## src/rtl/uart_io_master.sv

```systemverilog
// uart_io_master
// Host-side initiator for the j1a peripheral IO bus. A byte command stream
// arrives from the buart receiver. Each command issues one io_rd or io_wr
// cycle, or none, and the reply bytes go out through the buart transmitter.
//   'W' AH AL DH DL -> io_wr, reply 0x2B
//   'R' AH AL       -> io_rd, reply DH DL
//   'P'             -> reply 0x50
//   other           -> reply 0x3F
// Ports:
//   clk, resetq              clock, async active-low reset
//   rx_valid, rx_data, rx_rd buart receive side (rx_rd = 1-clk consume pulse)
//   tx_busy, tx_wr, tx_data  buart transmit side (tx_wr = 1-clk send pulse)
//   io_rd, io_wr             1-clk IO strobes, never high together
//   io_addr, io_dout, io_din IO address / write data / read data
//   busy                     high in any state other than IDLE
module uart_io_master #(
  parameter int RD_LAT  = 1,
  parameter int TIMEOUT = 12000,
  parameter int TO_W    = 14
) (
  input  logic        clk,
  input  logic        resetq,
  input  logic        rx_valid,
  input  logic [7:0]  rx_data,
  output logic        rx_rd,
  input  logic        tx_busy,
  output logic        tx_wr,
  output logic [7:0]  tx_data,
  output logic        io_rd,
  output logic        io_wr,
  output logic [15:0] io_addr,
  output logic [15:0] io_dout,
  input  logic [15:0] io_din,
  output logic        busy
);

  localparam logic [7:0] OP_W  = 8'h57;
  localparam logic [7:0] OP_R  = 8'h52;
  localparam logic [7:0] OP_P  = 8'h50;
  localparam logic [7:0] R_ACK = 8'h2B;
  localparam logic [7:0] R_BAD = 8'h3F;

  typedef enum logic [2:0] {IDLE, ARGS, BUS, RDWAIT, RESP} state_t;

  state_t          state, state_nx;
  logic            take;
  logic            rx_hold, tx_hold;  // one-clk holdoff after each rx_rd / tx_wr
  logic            is_wr;
  logic [2:0]      argc;
  logic [23:0]     shreg;
  logic [31:0]     sh_nx;
  logic [TO_W-1:0] to_cnt;
  logic            to_hit;
  logic [7:0]      lat_cnt;
  logic [1:0]      resp_cnt;
  logic [7:0]      resp_lo;

  assign sh_nx  = {shreg, rx_data};
  assign to_hit = (to_cnt == TO_W'(TIMEOUT));
  assign rx_rd  = take;
  assign busy   = (state != IDLE);

  always_ff @(posedge clk or negedge resetq) begin
    if (!resetq) state <= IDLE;
    else         state <= state_nx;
  end

  always_comb begin
    state_nx = state;
    take     = 1'b0;
    tx_wr    = 1'b0;
    io_rd    = 1'b0;
    io_wr    = 1'b0;
    case (state)
      IDLE: if (rx_valid && !rx_hold) begin
        take     = 1'b1;
        state_nx = (rx_data == OP_W || rx_data == OP_R) ? ARGS : RESP;
      end
      ARGS: begin
        if (rx_valid && !rx_hold) begin
          take = 1'b1;
          if (argc == 3'd1) state_nx = BUS;
        end else if (to_hit) begin
          state_nx = IDLE;  // abandon the partial command silently
        end
      end
      BUS: begin
        io_wr    = is_wr;
        io_rd    = !is_wr;
        state_nx = is_wr ? RESP : RDWAIT;
      end
      RDWAIT: if (lat_cnt == 8'd0) state_nx = RESP;
      RESP: if (!tx_busy && !tx_hold) begin
        tx_wr = 1'b1;
        if (resp_cnt == 2'd1) state_nx = IDLE;
      end
      default: state_nx = IDLE;
    endcase
  end

  always_ff @(posedge clk or negedge resetq) begin
    if (!resetq) begin
      rx_hold  <= 1'b0;
      tx_hold  <= 1'b0;
      is_wr    <= 1'b0;
      argc     <= '0;
      shreg    <= '0;
      to_cnt   <= '0;
      lat_cnt  <= '0;
      resp_cnt <= '0;
      resp_lo  <= '0;
      io_addr  <= '0;
      io_dout  <= '0;
      tx_data  <= '0;
    end else begin
      rx_hold <= take;
      tx_hold <= tx_wr;
      case (state)
        IDLE: if (take) begin
          is_wr  <= (rx_data == OP_W);
          argc   <= (rx_data == OP_W) ? 3'd4 : 3'd2;
          to_cnt <= '0;
          if (rx_data != OP_W && rx_data != OP_R) begin
            tx_data  <= (rx_data == OP_P) ? OP_P : R_BAD;
            resp_cnt <= 2'd1;
          end
        end
        ARGS: begin
          if (take) begin
            shreg  <= sh_nx[23:0];
            argc   <= argc - 3'd1;
            to_cnt <= '0;
            if (argc == 3'd1) begin
              // last argument byte: latch the bus fields straight from sh_nx
              if (is_wr) {io_addr, io_dout} <= sh_nx;
              else       io_addr <= sh_nx[15:0];
            end
          end else if (!to_hit) begin
            to_cnt <= to_cnt + 1'b1;  // saturates at TIMEOUT
          end
        end
        BUS: begin
          lat_cnt <= 8'(RD_LAT - 1);
          if (is_wr) begin
            tx_data  <= R_ACK;
            resp_cnt <= 2'd1;
          end
        end
        RDWAIT: begin
          if (lat_cnt == 8'd0) begin
            tx_data  <= io_din[15:8];
            resp_lo  <= io_din[7:0];
            resp_cnt <= 2'd2;
          end else begin
            lat_cnt <= lat_cnt - 8'd1;
          end
        end
        RESP: if (tx_wr) begin
          resp_cnt <= resp_cnt - 2'd1;
          if (resp_cnt == 2'd2) tx_data <= resp_lo;
        end
        default: ;
      endcase
    end
  end

endmodule

```

## config.mk

```make
export PLATFORM = sky130hd
export DESIGN_NAME = uart_io_master
export DESIGN_NICKNAME = d
export VERILOG_FILES = /design/src/rtl/uart_io_master.sv
export SDC_FILE = /design/constraint.sdc
export NUM_CORES = 1
export LEC_CHECK = 0
export CAP_MARGIN = 10
export CORE_MARGIN = 8
export CORE_UTILIZATION = 26
export DETAILED_ROUTE_END_ITERATION = 10
export PLACE_DENSITY = 0.45
export SLEW_MARGIN = 20
export SYNTH_ARGS = -nofsm -noshare
export SYNTH_HDL_FRONTEND = slang
export SYNTH_SLANG_ARGS = --single-unit
export TNS_END_PERCENT = 5
```

## constraint.sdc

```tcl
create_clock -name clk -period 4.7 [get_ports clk]
set_clock_uncertainty 0.15 [all_clocks]
set_input_delay 0.94 -clock clk [delete_from_list [all_inputs] [get_ports clk]]
set_output_delay 0.94 -clock clk [all_outputs]
set_load 0.01 [all_outputs]
```

==> results of run 1 <==
path summary, 6_finish.rpt:
| path | to | slack, ns |
|---|---|---|
| worst max-delay path | rx_rd | 0.94 |
| min in group asynchronous | lat_cnt[2]$_DFFE_PN0P_ | 0.41 |
| max in group asynchronous | to_cnt[10]$_DFFE_PN0P_ | 3.12 |
| worst max register to register | io_dout[8]$_DFFE_PN0P_ | 1.78 |
| worst min-delay path | tx_hold$_DFF_PN0_ | 0.31 |
| worst min register to register | tx_hold$_DFF_PN0_ | 0.31 |
final cells by class:
type                            count  area, µm²  area share (%)
Sequential cell                   105       2628           41.67
Multi-Input combinational cell    308       2238           35.50
Timing Repair Buffer               76      748.2           11.87
Tap cell                          265      331.6           5.259
Clock buffer                       10      239.0           3.790
Inverter                           17      63.81           1.012
Clock inverter                      5      56.30          0.8930
kinds of logic after synthesis:
| family | after synthesis |
|---|---|
| XOR/XNOR | 3 |
| adder cells (fa/ha/maj) | 8 |
| AO/OA/AOI/OAI | 90 |
| AND/OR/NAND/NOR | 133 |
| buffers and inverters | 35 |
| multiplexers | 74 |
| flip-flops | 105 |
metal layers:
metal	up-vias	GRT usage, %
met1	1814	13.82
met3	7	3.301
met2	55	16.54
met5	-	0
met4	0	3.080
li1	1735	-
stage by stage:
step / std cells / hold WS, ns / worst slack, ns / total power, W
after floorplan: 448 / 0.2997 / 2.053 / 0.001347
after global placement: 771 / 0.2901 / 1.026 / 0.001544
after detailed placement: 771 / 0.3049 / 0.9523 / 0.001553
after CTS: 786 / 0.3145 / 0.9369 / 0.002334
after global routing: 786 / 0.3346 / 0.8222 / 0.002425
final: 786 / 0.3097 / 0.9360 / 0.002287
power groups by stage:
stage	Sequential, W	Combinational (W)	Clock [W]
floorplan	0.00103	0.000313	0
global placement	0.00104	0.000501	0
detailed placement	0.00105	0.000508	0
CTS	0.00103	0.000510	0.000797
global route	0.00104	0.000553	0.000835
finish	0.00103	0.000503	0.000758
registers in the layout, indices dropped and copies added (netlist names):
name	count
resp_cnt	2
state	3
argc	3
is_wr	1
tx_data	8
resp_lo	8
tx_hold	1
io_addr	16
io_dout	16
to_cnt	14
shreg	24
lat_cnt	8
rx_hold	1
cell usage in the layout (no fill, tap or decap), types with 3 or more instances in the layout:
| cell | synthesis | final |
|---|---|---|
| a211oi_1 | 3 | 3 |
| a21oi_1 | 25 | 25 |
| a221o_2 | 4 | 4 |
| a22o_1 | 7 | 7 |
| a31oi_1 | 3 | 3 |
| buf_4 | 2 | 5 |
| clkbuf_16 | 0 | 9 |
| clkdlybuf4s50_1 | 0 | 71 |
| dfrtp_1 | 105 | 105 |
| ha_1 | 8 | 8 |
| inv_1 | 17 | 17 |
| mux2_2 | 57 | 57 |
| mux2i_1 | 17 | 17 |
| nand2_1 | 27 | 27 |
| nand2b_1 | 7 | 7 |
| nand3_1 | 14 | 14 |
| nor2_1 | 47 | 47 |
| nor3_1 | 8 | 8 |
| o21ai_0 | 30 | 30 |
| o31ai_1 | 5 | 5 |
| or3_1 | 5 | 5 |
==> results.yml, run 1 <==
sta:
  relSlewSlack_pct: 32.44
  fin_crit_sh_pct: 80.08
  hold_viol: 0
  slew_violations: 0
  tightest_slew_ns: 1.011
  rsz0062_at_grt: "false"
  finalSetupViolCount: 0
  max_freq_mhz: 265.7
  finalSetupTns_ns: 0
  period_needed_ns: 3.764
synthesis:
  syn_avg_cell_area_um2: 11.20
  synthArstFlopShare_pct: 100.0
  synth_area_leader_cell: "dfrtp_1"
  synth_fp_nets: 484
  synth.area.mux_share_pct: 16.18
  synth-simple-area-share_pct: 14.08
  ys_top_cells_by_count: "dfrtp_1 (105), mux2_2 (57), nor2_1 (47)"
  postSynthCellCount: 448
  synthTopCellsByArea: "dfrtp_1 (52%), mux2_2 (13%), nor2_1 (3.5%)"
  netlist-cell-type-count: 58
  synthXorXnorAreaFrac_pct: 0.5234
  synth_compound_area_share_pct: 11.81
  synth_flop_cell: "dfrtp_1"
  synth-seq-cells: 105
  yosysTopAreaCellShare_pct: 52.34
  yosysWarnings: 0
  ys_seq_area_share_pct: 52.34
  yosysMostFrequentCell: "dfrtp_1"
  synth_edf_count: 0
  synth_top_family_by_area: "multiplexers"
  synthesis.area_mm2: 0.005020
  synth_fa_ha_area_share_pct: 1.994
pwr:
  powerDensity_mw_per_mm2: 362.7
  p_int_w: 0.001649
  power_switching_w: 0.0006378
  swShare_pct: 27.89
  ir_drop_uv: 194.9
  power.share.clock_pct: 33.1
  p_leak_nw: 2.701
  combPwrFrac_pct: 22.0
  p_seq_share_pct: 44.9
setup_path:
  start_kind: "primary input"
  worst_path_most_repeated_cell: "clkdlybuf4s50_1"
  cpLargestDelayFamily: "buffers and inverters"
  crit_required_ns: 3.61
  critPathLaunch: "rx_valid"
  cp.depth: 5
  crit_path_top_delay_cell: "clkdlybuf4s50_1"
  crit_arrival_ns: 2.67
  end_kind: "output port"
  path_buf_inv: 3
  critPathMaxFanout: 7
  crit_chain: "clkdlybuf4s50_1, nor2b_1, nand2_1, inv_1, clkdlybuf4s50_1"
  reg2reg_from: "state[0]$_DFFE_PN0P_"
  critPathKind: "primary input to output port"
  slowest_delay_ns: 0.55
  r2r_cells: 5
clocking:
  cts.clk_slew.worst_paths_ns: 0.07
  cts_setup_buffers: 0
  clk_latency_ns: 0.34
  hold_buffers: 0
  clock_path_buffers: 2
  cts_buffers: 9
  cts_max_level: 3
  cts_root_buf: "clkbuf_16"
  cts_tree: "yes"
  cts.repair.resized: 0
  clock-sinks: 105
outcome:
  status: "complete, no violations"
drt:
  dr_wl_met2_mm: 5.752
  drtAntennaViolNets: 0
  via_per_inst: 4.594
  drtIter0Drc: 238
  wl_met3_um: 598
  routed_wl_mm: 12.42
  routed.top_layer: "met4"
  drtPass1Iterations: 4
  drcViolationCount: 0
  post_drt_wl_per_cell_um: 15.80
  vias: 3611
  wl_met1_mm: 5.956
cells_and_area:
  fin_nets: 553
  n_fill_cell: 1950
  n_antenna_cell: 0
  drive_above_1_share_pct: 18.62
  final_util_pct: 32.83
  area_growth_pct: 25.60
  stdcell_area_mm2: 0.006305
placement:
  portBuffers: 72
  hpwl_mm: 8.866
  place_area_mm2: 0.006010
  gp_congestion: 0.7569
grt:
  overflow: 0
  track_usage_pct: 10.59
  grt_pass1_wl_mm: 20.15
  antenna_found_initial: 0
  grt_max_degree: 37
  grt_pass1_vias: 3670
hold_path:
  whs_path_depth: 1
  worstHoldStart: "tx_hold$_DFF_PN0_"
  hold_path.class: "flop to flop"
floorplanning:
  core_mm2: 0.01921
  num_io_pins: 73
  start_util_pct: 26.14
  die_w_um: 155.0
  dieArea_mm2: 0.02401
  rows: 51
  die_h_um: 155.0
run:
  drv_cap: 0
Power figures use the tool's default switching activity.
==> run 2: changes to the inputs <==
Clock period 4.7 ns to 3.6 ns, I/O delays scaled along.
==> run 2 against run 1 <==
Combinational power is 36% higher. Clock-buffer cell count fell by 1. Register-to-register slack got worse by 0.70 ns. Clock power rose by 49%. Sequential share of layout area down 0.66 points.
==> results.yml, run 2 (synthesis results as in run 1) <==
outcome:
  status: "complete, no violations"
cells_and_area:
  final_common_cell: "dfrtp_1"
  fin_nets: 558
  final_util_pct: 33.35
  n_fill_cell: 1944
  drive_above_1_share_pct: 19.73
  area_growth_pct: 27.62
  largest-register: "shreg"
  top_regs: "shreg: 24 flops, io_addr: 16 flops, io_dout: 16 flops"
  largest_register_ffs: 24
  layout_common_cells: "dfrtp_1 (105), clkdlybuf4s50_1 (71), mux2_2 (57)"
  n_antenna_cell: 0
setup_path:
  start_kind: "flop"
  cpLargestDelayFamily: "simple AND/OR/NAND/NOR gates"
  reg2reg_from: "lat_cnt[0]$_DFFE_PN0P_"
  end_kind: "output port"
  crit_chain: "or3b_2, nor3_1, clkdlybuf4s50_1"
  r2r_end: "tx_data[6]$_DFFE_PN0P_"
  crit_required_ns: 2.73
  path_buf_inv: 1
  slowest_delay_ns: 0.62
  cp.depth: 3
  critPathLaunch: "state[1]$_DFFE_PN0P_"
  crit_path_top_delay_cell: "or3b_2"
  rrSetupSlack_ns: 1.08
  crit_arrival_ns: 2.33
  r2r_cells: 7
  critPathMaxFanout: 9
  endpoint: "tx_wr"
  critPathKind: "flop to output port"
floorplanning:
  rows: 51
  start_util_pct: 26.14
  num_io_pins: 73
  dieArea_mm2: 0.02401
  die_h_um: 155.0
  die_w_um: 155.0
  core_mm2: 0.01921
pwr:
  ir_drop_uv: 252.8
  p_int_w: 0.002242
  power.share.clock_pct: 35.9
  power_switching_w: 0.0008989
  p_seq_share_pct: 42.3
  powerDensity_mw_per_mm2: 490.2
  combPwrFrac_pct: 21.8
  swShare_pct: 28.62
  p_leak_nw: 2.755
clocking:
  cts_max_level: 3
  cts_setup_buffers: 0
  clock_path_buffers: 2
  cts.clk_slew.worst_paths_ns: 0.08
  cts_tree: "yes"
  cts_root_buf: "clkbuf_16"
  cts_buffers: 9
  clk_latency_ns: 0.36
  hold_buffers: 0
  cts.repair.resized: 0
  clock-sinks: 105
drt:
  vias: 3662
  drcViolationCount: 0
  drtAntennaViolNets: 0
  drtIter0Drc: 225
  post_drt_wl_per_cell_um: 16.43
  drtPass1Iterations: 5
  via_per_inst: 4.624
  routed_wl_mm: 13.01
sta:
  fin_crit_sh_pct: 89.01
  tightest_slew_ns: 0.7354
  rsz0062_at_grt: "false"
  slew_violations: 0
  period_needed_ns: 3.204
  hold_slack_ns: 0.2601
  hold_viol: 0
  finalSetupTns_ns: 0
  relSlewSlack_pct: 50.56
  max_freq_mhz: 312.1
  finalSetupViolCount: 0
grt:
  antenna_found_initial: 0
  track_usage_pct: 11.62
  grt_pass1_wl_mm: 21.92
  grt_max_degree: 55
  grt_pass1_vias: 3967
  overflow: 0
hold_path:
  hold_path.class: "primary input to asynchronous set/reset pin"
placement:
  hpwl_mm: 9.362
  gp_congestion: 0.7811
  portBuffers: 72
run:
  drv_cap: 0
[run 2: changes by cell type in the layout (fill, tap and decap cells not counted), sizes merged]
cell,previous run,this run
buf,5,10
clkinv,3,1
clkinvlp,1,0
bufinv,1,2
inv,17,21
clkbuf,10,9
[run 2: how the worst min path moves through the flow]
stage,end,depth (start not counted)
2_1_floorplan,argc[0]$_DFFE_PN0P_,0
3_3_place_gp,tx_hold$_DFF_PN0_,1
3_5_place_dp,tx_hold$_DFF_PN0_,1
4_1_cts,lat_cnt[1]$_DFFE_PN0P_,1
5_1_grt,lat_cnt[1]$_DFFE_PN0P_,1
6_report,resp_cnt[0]$_DFFE_PN0P_,1
[run 2: area by class of cell]
| class | count | area [µm²] | area share [%] |
|---|---|---|---|
| clock inverter | 7 | 116.4 | 1.816 |
| tap | 265 | 331.6 | 5.176 |
| multi-input combinational | 308 | 2243 | 35.02 |
| inverter | 17 | 63.81 | 0.9961 |
| clock buffer | 9 | 225.2 | 3.516 |
| sequential | 105 | 2628 | 41.02 |
| timing repair buffer | 81 | 798.3 | 12.46 |
[run 2: power by group through the flow]
stage,clock [W],combinational (W),sequential [W]
floorplan,0,0.000409,0.00135
global placement,0,0.000678,0.00135
detailed placement,0,0.000696,0.00135
global route,0.00122,0.000757,0.00134
finish,0.00113,0.000686,0.00133
CTS,0.00117,0.000697,0.00133
[run 2: per-layer routing]
layer / part of all wire [%] / track usage, % / up-vias
met1: 45 / 14.59 / 1848
met3: 4.7 / 3.634 / 11
met5: 0 / 0 / -
met4: 1.3 / 3.640 / 0
met2: 49 / 18.73 / 50
li1: - / - / 1753
[run 2: through the flow]
stage	instance area, µm²	worst slack [ns]	power, W	instances
3_3_place_gp	6060	0.5091	0.002030	776
4_1_cts	6401	0.3637	0.003199	792
6_report	6406	0.3956	0.003141	792
5_1_grt	6406	0.2439	0.003321	792
3_5_place_dp	6060	0.4745	0.002050	776
2_1_floorplan	5020	1.173	0.001758	448
